### src/rtl/instr_pkg.sv
// Shared MIPS encoding constants: op-select codes, primary opcodes, R-type funct values.
// Same opcode/funct values the control-unit decoders match against.
package instr_pkg;

    typedef enum logic [3:0] {
        OP_ADDU = 4'd0,
        OP_SUBU = 4'd1,
        OP_JR   = 4'd2,
        OP_ORI  = 4'd3,
        OP_LW   = 4'd4,
        OP_SW   = 4'd5,
        OP_BEQ  = 4'd6,
        OP_LUI  = 4'd7,
        OP_NOP  = 4'd8,
        OP_END  = 4'd15
    } op_e;

    localparam logic [5:0] OPC_RTYPE = 6'b000000;
    localparam logic [5:0] OPC_ORI   = 6'b001101;
    localparam logic [5:0] OPC_LW    = 6'b100011;
    localparam logic [5:0] OPC_SW    = 6'b101011;
    localparam logic [5:0] OPC_BEQ   = 6'b000100;
    localparam logic [5:0] OPC_LUI   = 6'b001111;

    localparam logic [5:0] FN_ADDU = 6'b100001;
    localparam logic [5:0] FN_SUBU = 6'b100011;
    localparam logic [5:0] FN_JR   = 6'b001000;

    // shamt is always zero for the R-type ops this encoder supports
    function automatic logic [31:0] r_word(input logic [4:0] rs, input logic [4:0] rt,
                                           input logic [4:0] rd, input logic [5:0] fn);
        return {OPC_RTYPE, rs, rt, rd, 5'd0, fn};
    endfunction

    function automatic logic [31:0] i_word(input logic [5:0] opc, input logic [4:0] rs,
                                           input logic [4:0] rt, input logic [15:0] imm);
        return {opc, rs, rt, imm};
    endfunction

endpackage

### src/rtl/instr_pack.sv
// Combinational op-to-machine-word mapper; fields an op does not use are forced to zero.
// Zero latency, no state, no backpressure.
module instr_pack
    import instr_pkg::*;
(
    input  logic [3:0]  op,
    input  logic [4:0]  rs,
    input  logic [4:0]  rt,
    input  logic [4:0]  rd,
    input  logic [15:0] imm,
    output logic [31:0] word,
    output logic        legal,
    output logic        is_end
);

    always_comb begin
        word   = '0;
        legal  = 1'b1;
        is_end = 1'b0;
        case (op)
            OP_ADDU: word = r_word(rs, rt, rd, FN_ADDU);
            OP_SUBU: word = r_word(rs, rt, rd, FN_SUBU);
            OP_JR:   word = r_word(rs, 5'd0, 5'd0, FN_JR);
            OP_ORI:  word = i_word(OPC_ORI, rs, rt, imm);
            OP_LW:   word = i_word(OPC_LW, rs, rt, imm);
            OP_SW:   word = i_word(OPC_SW, rs, rt, imm);
            OP_BEQ:  word = i_word(OPC_BEQ, rs, rt, imm);
            OP_LUI:  word = i_word(OPC_LUI, 5'd0, rt, imm);
            OP_NOP:  word = '0;
            OP_END:  is_end = 1'b1;
            default: legal = 1'b0;
        endcase
    end

endmodule

### src/rtl/instr_encoder.sv
// Streaming MIPS encoder: accepts symbolic ops, emits packed words with incrementing byte addresses.
// One-cycle accept-to-output latency; single output register stalls in_ready while out_ready is low.
module instr_encoder
    import instr_pkg::*;
#(
    parameter logic [31:0] BASE_ADDR = 32'h0000_3000,
    parameter int          DEPTH     = 1024,
    parameter int          CNT_W     = 11
) (
    input  logic             clk,
    input  logic             reset_n,
    input  logic             start,
    input  logic             in_valid,
    output logic             in_ready,
    input  logic [3:0]       in_op,
    input  logic [4:0]       in_rs,
    input  logic [4:0]       in_rt,
    input  logic [4:0]       in_rd,
    input  logic [15:0]      in_imm,
    output logic             out_valid,
    input  logic             out_ready,
    output logic [31:0]      out_addr,
    output logic [31:0]      out_instr,
    output logic [CNT_W-1:0] count,
    output logic             busy,
    output logic             done,
    output logic             err_op,
    output logic             err_full
);

    localparam logic [1:0] S_IDLE = 2'd0;
    localparam logic [1:0] S_RUN  = 2'd1;
    localparam logic [1:0] S_DONE = 2'd2;

    logic [1:0]  state, state_n;
    logic        end_seen, end_seen_n;
    logic        out_valid_n, err_op_n, err_full_n;
    logic [31:0] pk_word;
    logic        pk_legal, pk_end;
    logic        accept, full, emit, overflow;

    instr_pack u_pack (
        .op     (in_op),
        .rs     (in_rs),
        .rt     (in_rt),
        .rd     (in_rd),
        .imm    (in_imm),
        .word   (pk_word),
        .legal  (pk_legal),
        .is_end (pk_end)
    );

    assign in_ready = (state == S_RUN) && !end_seen && (!out_valid || out_ready);
    assign accept   = in_valid && in_ready;
    assign full     = (count == CNT_W'(DEPTH));
    assign emit     = accept && pk_legal && !pk_end && !full;
    assign overflow = accept && pk_legal && !pk_end && full;
    assign busy     = (state == S_RUN);
    assign done     = (state == S_DONE);

    // Next-cycle view of the output register lets RUN->DONE fire on the same
    // edge that the last word handshakes.
    always_comb begin
        out_valid_n = emit || (out_valid && !out_ready);
        end_seen_n  = end_seen || (accept && pk_end);
        err_op_n    = err_op || (accept && !pk_legal);
        err_full_n  = err_full || overflow;
        state_n     = state;
        case (state)
            S_IDLE: if (start) state_n = S_RUN;
            S_RUN:  if ((end_seen_n || err_full_n) && !out_valid_n) state_n = S_DONE;
            S_DONE: state_n = S_DONE;
            default: state_n = S_IDLE;
        endcase
        if (start) state_n = S_RUN;
    end

    always_ff @(posedge clk or negedge reset_n) begin
        if (!reset_n) begin
            state     <= S_IDLE;
            end_seen  <= 1'b0;
            out_valid <= 1'b0;
            out_addr  <= '0;
            out_instr <= '0;
            count     <= '0;
            err_op    <= 1'b0;
            err_full  <= 1'b0;
        end else begin
            state <= state_n;
            if (start) begin
                end_seen  <= 1'b0;
                out_valid <= 1'b0;
                count     <= '0;
                err_op    <= 1'b0;
                err_full  <= 1'b0;
            end else begin
                end_seen  <= end_seen_n;
                out_valid <= out_valid_n;
                err_op    <= err_op_n;
                err_full  <= err_full_n;
                if (emit) begin
                    out_addr  <= BASE_ADDR + (32'(count) << 2);
                    out_instr <= pk_word;
                    count     <= count + 1'b1;
                end
            end
        end
    end

endmodule
### config.mk
export PLATFORM = sky130hd
export DESIGN_NAME = instr_encoder
export DESIGN_NICKNAME = d
export VERILOG_FILES = /design/src/rtl/instr_pkg.sv /design/src/rtl/instr_pack.sv /design/src/rtl/instr_encoder.sv
export SDC_FILE = /design/constraint.sdc
export NUM_CORES = 1
export LEC_CHECK = 0
export ABC_CLOCK_PERIOD_IN_PS = 3900
export CORE_MARGIN = 4
export CORE_UTILIZATION = 46
export CTS_CLUSTER_SIZE = 24
export DETAILED_ROUTE_END_ITERATION = 8
export PLACE_DENSITY = 0.83
export SYNTH_ARGS = -nofsm -noshare
export SYNTH_HDL_FRONTEND = slang
export SYNTH_SLANG_ARGS = --single-unit
### constraint.sdc
create_clock -name clk -period 3.9 [get_ports clk]
set_clock_uncertainty 0.15 [all_clocks]
set_input_delay 0.585 -clock clk [delete_from_list [all_inputs] [get_ports clk]]
set_output_delay 0.585 -clock clk [all_outputs]
set_load 0.05 [all_outputs]
==> results.toml, run 1 <==
[placed_design]
portBuffers = 100
finalWeightedCongestion = 0.800
hpwl_mm = 5.45
dpl_cell_area_mm2 = 0.00390

[power_and_ir_drop]
seqPwrFrac_pct = 30.9
swShare_pct = 44.2
p_clk_share_pct = 22.0
combPwrFrac_pct = 47.1
switching_power_w = 0.00124
powerDensity_mw_per_mm2 = 679
p_leak_nw = 1.90
intPower_w = 0.00156
ir_drop_mv = 0.449

[routing]
routed_wl_mm = 7.52
via_per_inst = 5.18
vias = 2555
dr.pass1.iters = 4
post_drt_wl_per_cell_um = 15.2
ant_nets = 0
drt-initial-drc-count = 118
drc_errors = 0

[cts]
cts_inserted_buffers = 9
cts_buffer_depth = 2
cts_resized = 0
clk_latency_ns = 0.33
clk_pin_slew_ns = 0.06
cts_tree = "done"
clock-sinks = 60
clock-root-buffer = "clkbuf_8"
htree_levels = 3
ctsHoldBuffers = 0
post-cts-setup-buffer-count = 0

[worst_hold_path]
hold_path_class = "in -> async"

[yosys]
netlist_top_cells_area = "dfrtp_1, nand2_1, buf_4"
async_reset_ff_share_pct = 100
synth_area_mm2 = 0.00294
ys_warn_count = 0
syn-mean-instance-area_um2 = 9.32
syn_inst = 315
seq_area_frac_synth_pct = 51.1
synth_edf_count = 0
netlist.area_leader.share_pct = 51.1
synth_flop_cell = "dfrtp_1"
ys_ff_latch = 60
synth.distinct_cells = 41
yosys.area.top_type = "dfrtp_1"

[critical_path]
critical_path.max_stage_delay_ns = 0.84
cp_cell_sequence = "inv_1 > ha_1 > nor2b_1 > and2_1 > clkdlybuf4s50_1"
required_ns = 3.16
arrival_ns = 2.41
crit_fanout = 4
setup.worst_path.start_class = "register"
crit_path_end_kind = "output pin"
crit_slowest_cell = "clkdlybuf4s50_1"
setup.worst_path.class = "reg -> out"

[floorplan]
start_util_pct = 48.5
die_area_mm2 = 0.00773
core_area_mm2 = 0.00606
die-height_um = 87.9
rows = 28
die_x_um = 87.9
pin_count = 121

[global_route]
grt_max_degree = 55
grt_overflow = 0
grt_pass1_wl_mm = 12.1
grt_pass1_vias = 2428
grt_util_all_layers_pct = 20.6
antenna_found_initial = 0

[timing]
finalSetupTns_ns = 0
fmax_mhz = 318
relSlewSlack_pct = 36.5
slew_viol_final = 0
period_share_pct = 80.7
rsz0062_at_grt = "no"
min_period_ns = 3.15
setup_violations = 0
max_slew.worst_pin.slew_ns = 0.945
finalHoldViolations = 0

[finish]
layout_common_cells = "clkdlybuf4s50_1, nand2_1, dfrtp_1, nor2_1, nand3_1"
syn_to_final_growth_pct = 40.1
antennaDiodeCount = 0
stdcell_area_mm2 = 0.00411
drive_above_1_share_pct = 7.42
layout_commonest_cell = "clkdlybuf4s50_1"
nets = 458

[status]
status = "completed"

[flow_run]
maxCapViolCount = 0
[worst max-delay path: cells and delay by family (launching register included)]
kind | cells | cell delay (ns)
buffers and inverters | 2 | 0.93
adder cells (fa/ha/maj) | 1 | 0.23
flip-flops | 1 | 0.40
AND/OR/NAND/NOR | 2 | 0.52
[flip-flops by register name, summed over array words and instances (netlist names)]
register / flops
count: 11
end_seen: 1
err_full: 1
err_op: 1
out_addr: 12
out_instr: 31
out_valid: 1
state: 2
[final cells by class]
cell class	count	area [um2]
inverters	6	22.5
clock inverters	5	75.1
repair buffers	106	1040
well taps	75	93.8
fillers	481	1950
clock buffers	11	141
multi-input cells	230	1240
flip-flops and latches	60	1500
[worst paths after layout]
kind	startpoint	endpoint	slack, ns	depth (start not counted)
setup / recovery	state[1]	in_ready	0.75	5
hold / removal	reset_n	count[0]	0.25	1
setup reg to reg	state[1]	out_instr[15]	1.05	8
hold reg to reg	out_instr[10]	out_instr[10]	0.32	2
max in group asynchronous	reset_n	state[0]	2.54	2
min in group clk	out_instr[10]	out_instr[10]	0.32	2
[power by group through the flow]
stage | Clock (W) | Combinational (W) | Sequential [W]
after floorplan | 0 | 0.000380 | 0.00137
after global routing | 0.000658 | 0.00138 | 0.000884
after global placement | 0 | 0.00130 | 0.000867
after CTS | 0.000621 | 0.00132 | 0.000865
final | 0.000614 | 0.00131 | 0.000863
after detailed placement | 0 | 0.00132 | 0.000876
[cell usage after synthesis (2+ instances only)]
library cell,instances
a21oi_1,7
a221oi_1,5
and3_1,3
buf_2,7
buf_4,21
buf_6,3
clkbuf_1,7
dfrtp_1,60
ha_1,5
inv_1,6
mux2i_1,2
nand2_1,76
nand2b_1,4
nand3_1,23
nand4_1,2
nor2_1,33
nor2b_1,4
nor3_1,3
nor4_1,3
nor4b_1,3
o21ai_0,8
o31ai_1,3
o41ai_1,2
xnor2_1,8
[metal layers]
metal	vias to the layer above	share of wire (%)	GRT usage [%]
li1	1210	-	-
met1	1221	41	27.4
met2	105	49	31.7
met3	19	6.9	4.61
met4	0	2.8	10.6
met5	-	0	0
[cell families (layout without fill, tap and decap cells)]
group | after synthesis | in the layout | synth area share (%)
buffers and inverters | 44 | 128 | 9.37
AOI/OAI and AO/OA | 32 | 32 | 8.18
xor gates and xnor gates | 8 | 8 | 2.39
and+or+nand+nor | 162 | 162 | 25.6
other | 1 | 20 | 0.128
DFF | 60 | 60 | 51.1
adders and majority gates | 5 | 5 | 2.13
muxes | 3 | 3 | 1.07
[stage by stage]
step	total power, W	utilization [%]	hold WS [ns]	instances	setup slack, ns
floorplan	0.00175	-	0.139	334	1.26
global placement	0.00216	64.3	0.301	477	0.622
detailed placement	0.00220	64.3	0.305	477	0.540
CTS	0.00281	67.9	0.275	493	0.769
global route	0.00292	67.9	0.317	493	0.630
finish	0.00279	67.9	0.246	493	0.752
No activity file was read; power rests on OpenSTA's default activity.
==> run 2: changes to the inputs <==
--- a/config.mk
+++ b/config.mk
@@ -5,12 +5,12 @@
 export SDC_FILE = /design/constraint.sdc
 export NUM_CORES = 1
 export LEC_CHECK = 0
-export ABC_CLOCK_PERIOD_IN_PS = 3900
+export ABC_CLOCK_PERIOD_IN_PS = 2750
 export CORE_MARGIN = 4
-export CORE_UTILIZATION = 46
+export CORE_UTILIZATION = 39
 export CTS_CLUSTER_SIZE = 24
 export DETAILED_ROUTE_END_ITERATION = 8
-export PLACE_DENSITY = 0.83
+export PLACE_DENSITY = 0.75
 export SYNTH_ARGS = -nofsm -noshare
 export SYNTH_HDL_FRONTEND = slang
 export SYNTH_SLANG_ARGS = --single-unit
==> constraint.sdc (replaced) <==
create_clock -name clk -period 2.75 [get_ports clk]
set_clock_uncertainty 0.15 [all_clocks]
set_input_delay 0.4125 -clock clk [delete_from_list [all_inputs] [get_ports clk]]
set_output_delay 0.4125 -clock clk [all_outputs]
set_load 0.05 [all_outputs]
==> run 2 against run 1 <==
Clock-buffer cell count grew 1. Global-route usage is 3.1 points lower. Total power grew 38%. Final cell count is 6.5% higher. Register-to-register slack lost 0.77 ns. Critical path depth increased by 3. Non-clock buffer count increased by 10. Clock power rose by 26%. Setup slack worse by 0.47 ns. Design area rose by 2.2%. Die area is 16% higher. Critical path type is now reg -> reg. Critical endpoint is now count[9].
==> results.toml, run 2 (synthesized netlist as in run 1, its figures left out) <==
[critical_path]
crit_fanout = 11
critical_path.max_stage_delay_ns = 0.40
required_ns = 2.81
crit_slowest_cell = "dfrtp_1"
cp_cell_sequence = "inv_1 > ha_1 > nor2b_1 > nand4_1 > buf_4 > nor4_1 > and4_1 > mux2_2"
crit_family = "simple AND/OR/NAND/NOR gates"
crit_path_end_kind = "register"
arrival_ns = 2.53
setup.worst_path.class = "reg -> reg"
setup.worst_path.start_class = "register"
critPathBufInv = 2

[timing]
slew_viol_final = 0
min_period_ns = 2.47
max_slew.worst_pin.slew_ns = 0.627
period_share_pct = 89.7
timing.hold.ws_ns = 0.317
finalHoldViolations = 0
rsz0062_at_grt = "no"
relSlewSlack_pct = 58.2
setup_violations = 0
fmax_mhz = 405
finalSetupTns_ns = 0

[floorplan]
die-height_um = 94.8
start_util_pct = 40.3
die_area_mm2 = 0.00898
die_x_um = 94.8
core_area_mm2 = 0.00729
pin_count = 121
rows = 31

[routing]
ant_nets = 0
vias = 2552
drt-initial-drc-count = 124
dr.pass1.iters = 4
drc_errors = 0
post_drt_wl_per_cell_um = 14.2
routed_wl_mm = 7.46
via_per_inst = 4.86

[finish]
stdcell_area_mm2 = 0.00421
syn_to_final_growth_pct = 43.2
nets = 468
fillers = 668
largest_register = "out_instr"
top_regs = "out_instr: 31 flops, out_addr: 12 flops, count: 11 flops"
fin_cells = 525
layout_common_cells = "clkdlybuf4s50_1, nand2_1, dfrtp_1, nor2_1, nand3_1"
antennaDiodeCount = 0
drive_above_1_share_pct = 9.15
layout_commonest_cell = "clkdlybuf4s50_1"
largest_reg_flops = 31

[power_and_ir_drop]
power_w = 0.00386
powerDensity_mw_per_mm2 = 917
ir_drop_mv = 0.593
p_leak_nw = 1.94

[global_route]
grt_use_met1_pct = 22.4
grt_util_all_layers_pct = 17.6
grt_pass1_vias = 2560
use_met2_pct = 29.3
grt_busiest_layer = "met2"
grt_pass1_wl_mm = 12.3
antenna_found_initial = 0
grt_overflow = 0
grt_max_degree = 35
grt_use_met3_pct = 2.71

[cts]
clk_latency_ns = 0.33
cts_inserted_buffers = 9
htree_levels = 3
cts_buffer_depth = 2
post-cts-setup-buffer-count = 0
cts_tree = "done"
cts_resized = 0
clock-sinks = 60
clk_pin_slew_ns = 0.06
clock-root-buffer = "clkbuf_8"

[status]
status = "completed"

[worst_hold_path]
hold_path_class = "reg -> reg"

[placed_design]
dpl_cell_area_mm2 = 0.00401
hpwl_mm = 5.68
portBuffers = 100
dp_cells = 510
finalWeightedCongestion = 0.834

[flow_run]
maxCapViolCount = 0
## run 2: changes by cell type in the layout (fill, tap and decap cells not counted), sizes merged
cell / previous run / this run
clkdlybuf4s50: 99 / 98
dlygate4sd3: 0 / 1
buf: 7 / 17
clkinv: 3 / 1
clkbuf: 11 / 12
bufinv: 2 / 1
## run 2: through the flow
| step | setup WS [ns] | utilization (%) |
|---|---|---|
| 6_report | 0.284 | 57.7 |
| 5_1_grt | 0.121 | 57.7 |
| 4_1_cts | 0.328 | 57.7 |
| 3_5_place_dp | 0.0993 | 54.9 |
| 3_3_place_gp | 0.177 | 54.9 |
| 2_1_floorplan | 0.108 | - |
## run 2: path summary, 6_finish.rpt
check | startpoint | end | slack, ns | cells after the start
setup / recovery | state[1] | count[9] | 0.28 | 8
hold / removal | out_instr[28] | out_instr[28] | 0.32 | 2
setup reg to reg | state[1] | count[9] | 0.28 | 8
hold reg to reg | out_instr[28] | out_instr[28] | 0.32 | 2
max in group asynchronous | reset_n | out_instr[15] | 1.37 | 3
min in group asynchronous | reset_n | count[0] | 0.49 | 2
## run 2: layer usage
metal | routed length, um | up-vias
met5 | 0 | -
met4 | 128 | 0
met3 | 429 | 12
met2 | 3670 | 87
met1 | 3230 | 1228
li1 | - | 1225
## run 2: area by class of cell
class                   count  area (um2)  share of cell area, %
multi-input cells         230        1240                   29.5
flip-flops and latches     60        1500                   35.7
inverters                   6        22.5                  0.536
clock buffers              12         155                   3.69
clock inverters             2        35.0                  0.833
repair buffers            116        1130                   26.8
well taps                  99         124                   2.95
## run 2: report_power, final
group / internal [W] / switching, W / total, W
registers: 0.00110 / 0.000131 / 0.00123
clock network: 0.000457 / 0.000315 / 0.000772
logic: 0.000590 / 0.00127 / 0.00186
total: 0.00214 / 0.00171 / 0.00386
## run 2: timing repair
item,CTS,global route
hold endpoints to repair,26,0
hold buffers,1,0
endpoints found under the setup margin,0,0
## run 2: worst reg2reg max path, cell delays in order (launching register included)
cell and delay, ns:
dfrtp_1 0.40, inv_1 0.09, ha_1 0.21, nor2b_1 0.26, nand4_1 0.15, buf_4 0.21, nor4_1 0.31, and4_1 0.25
mux2_2 0.33
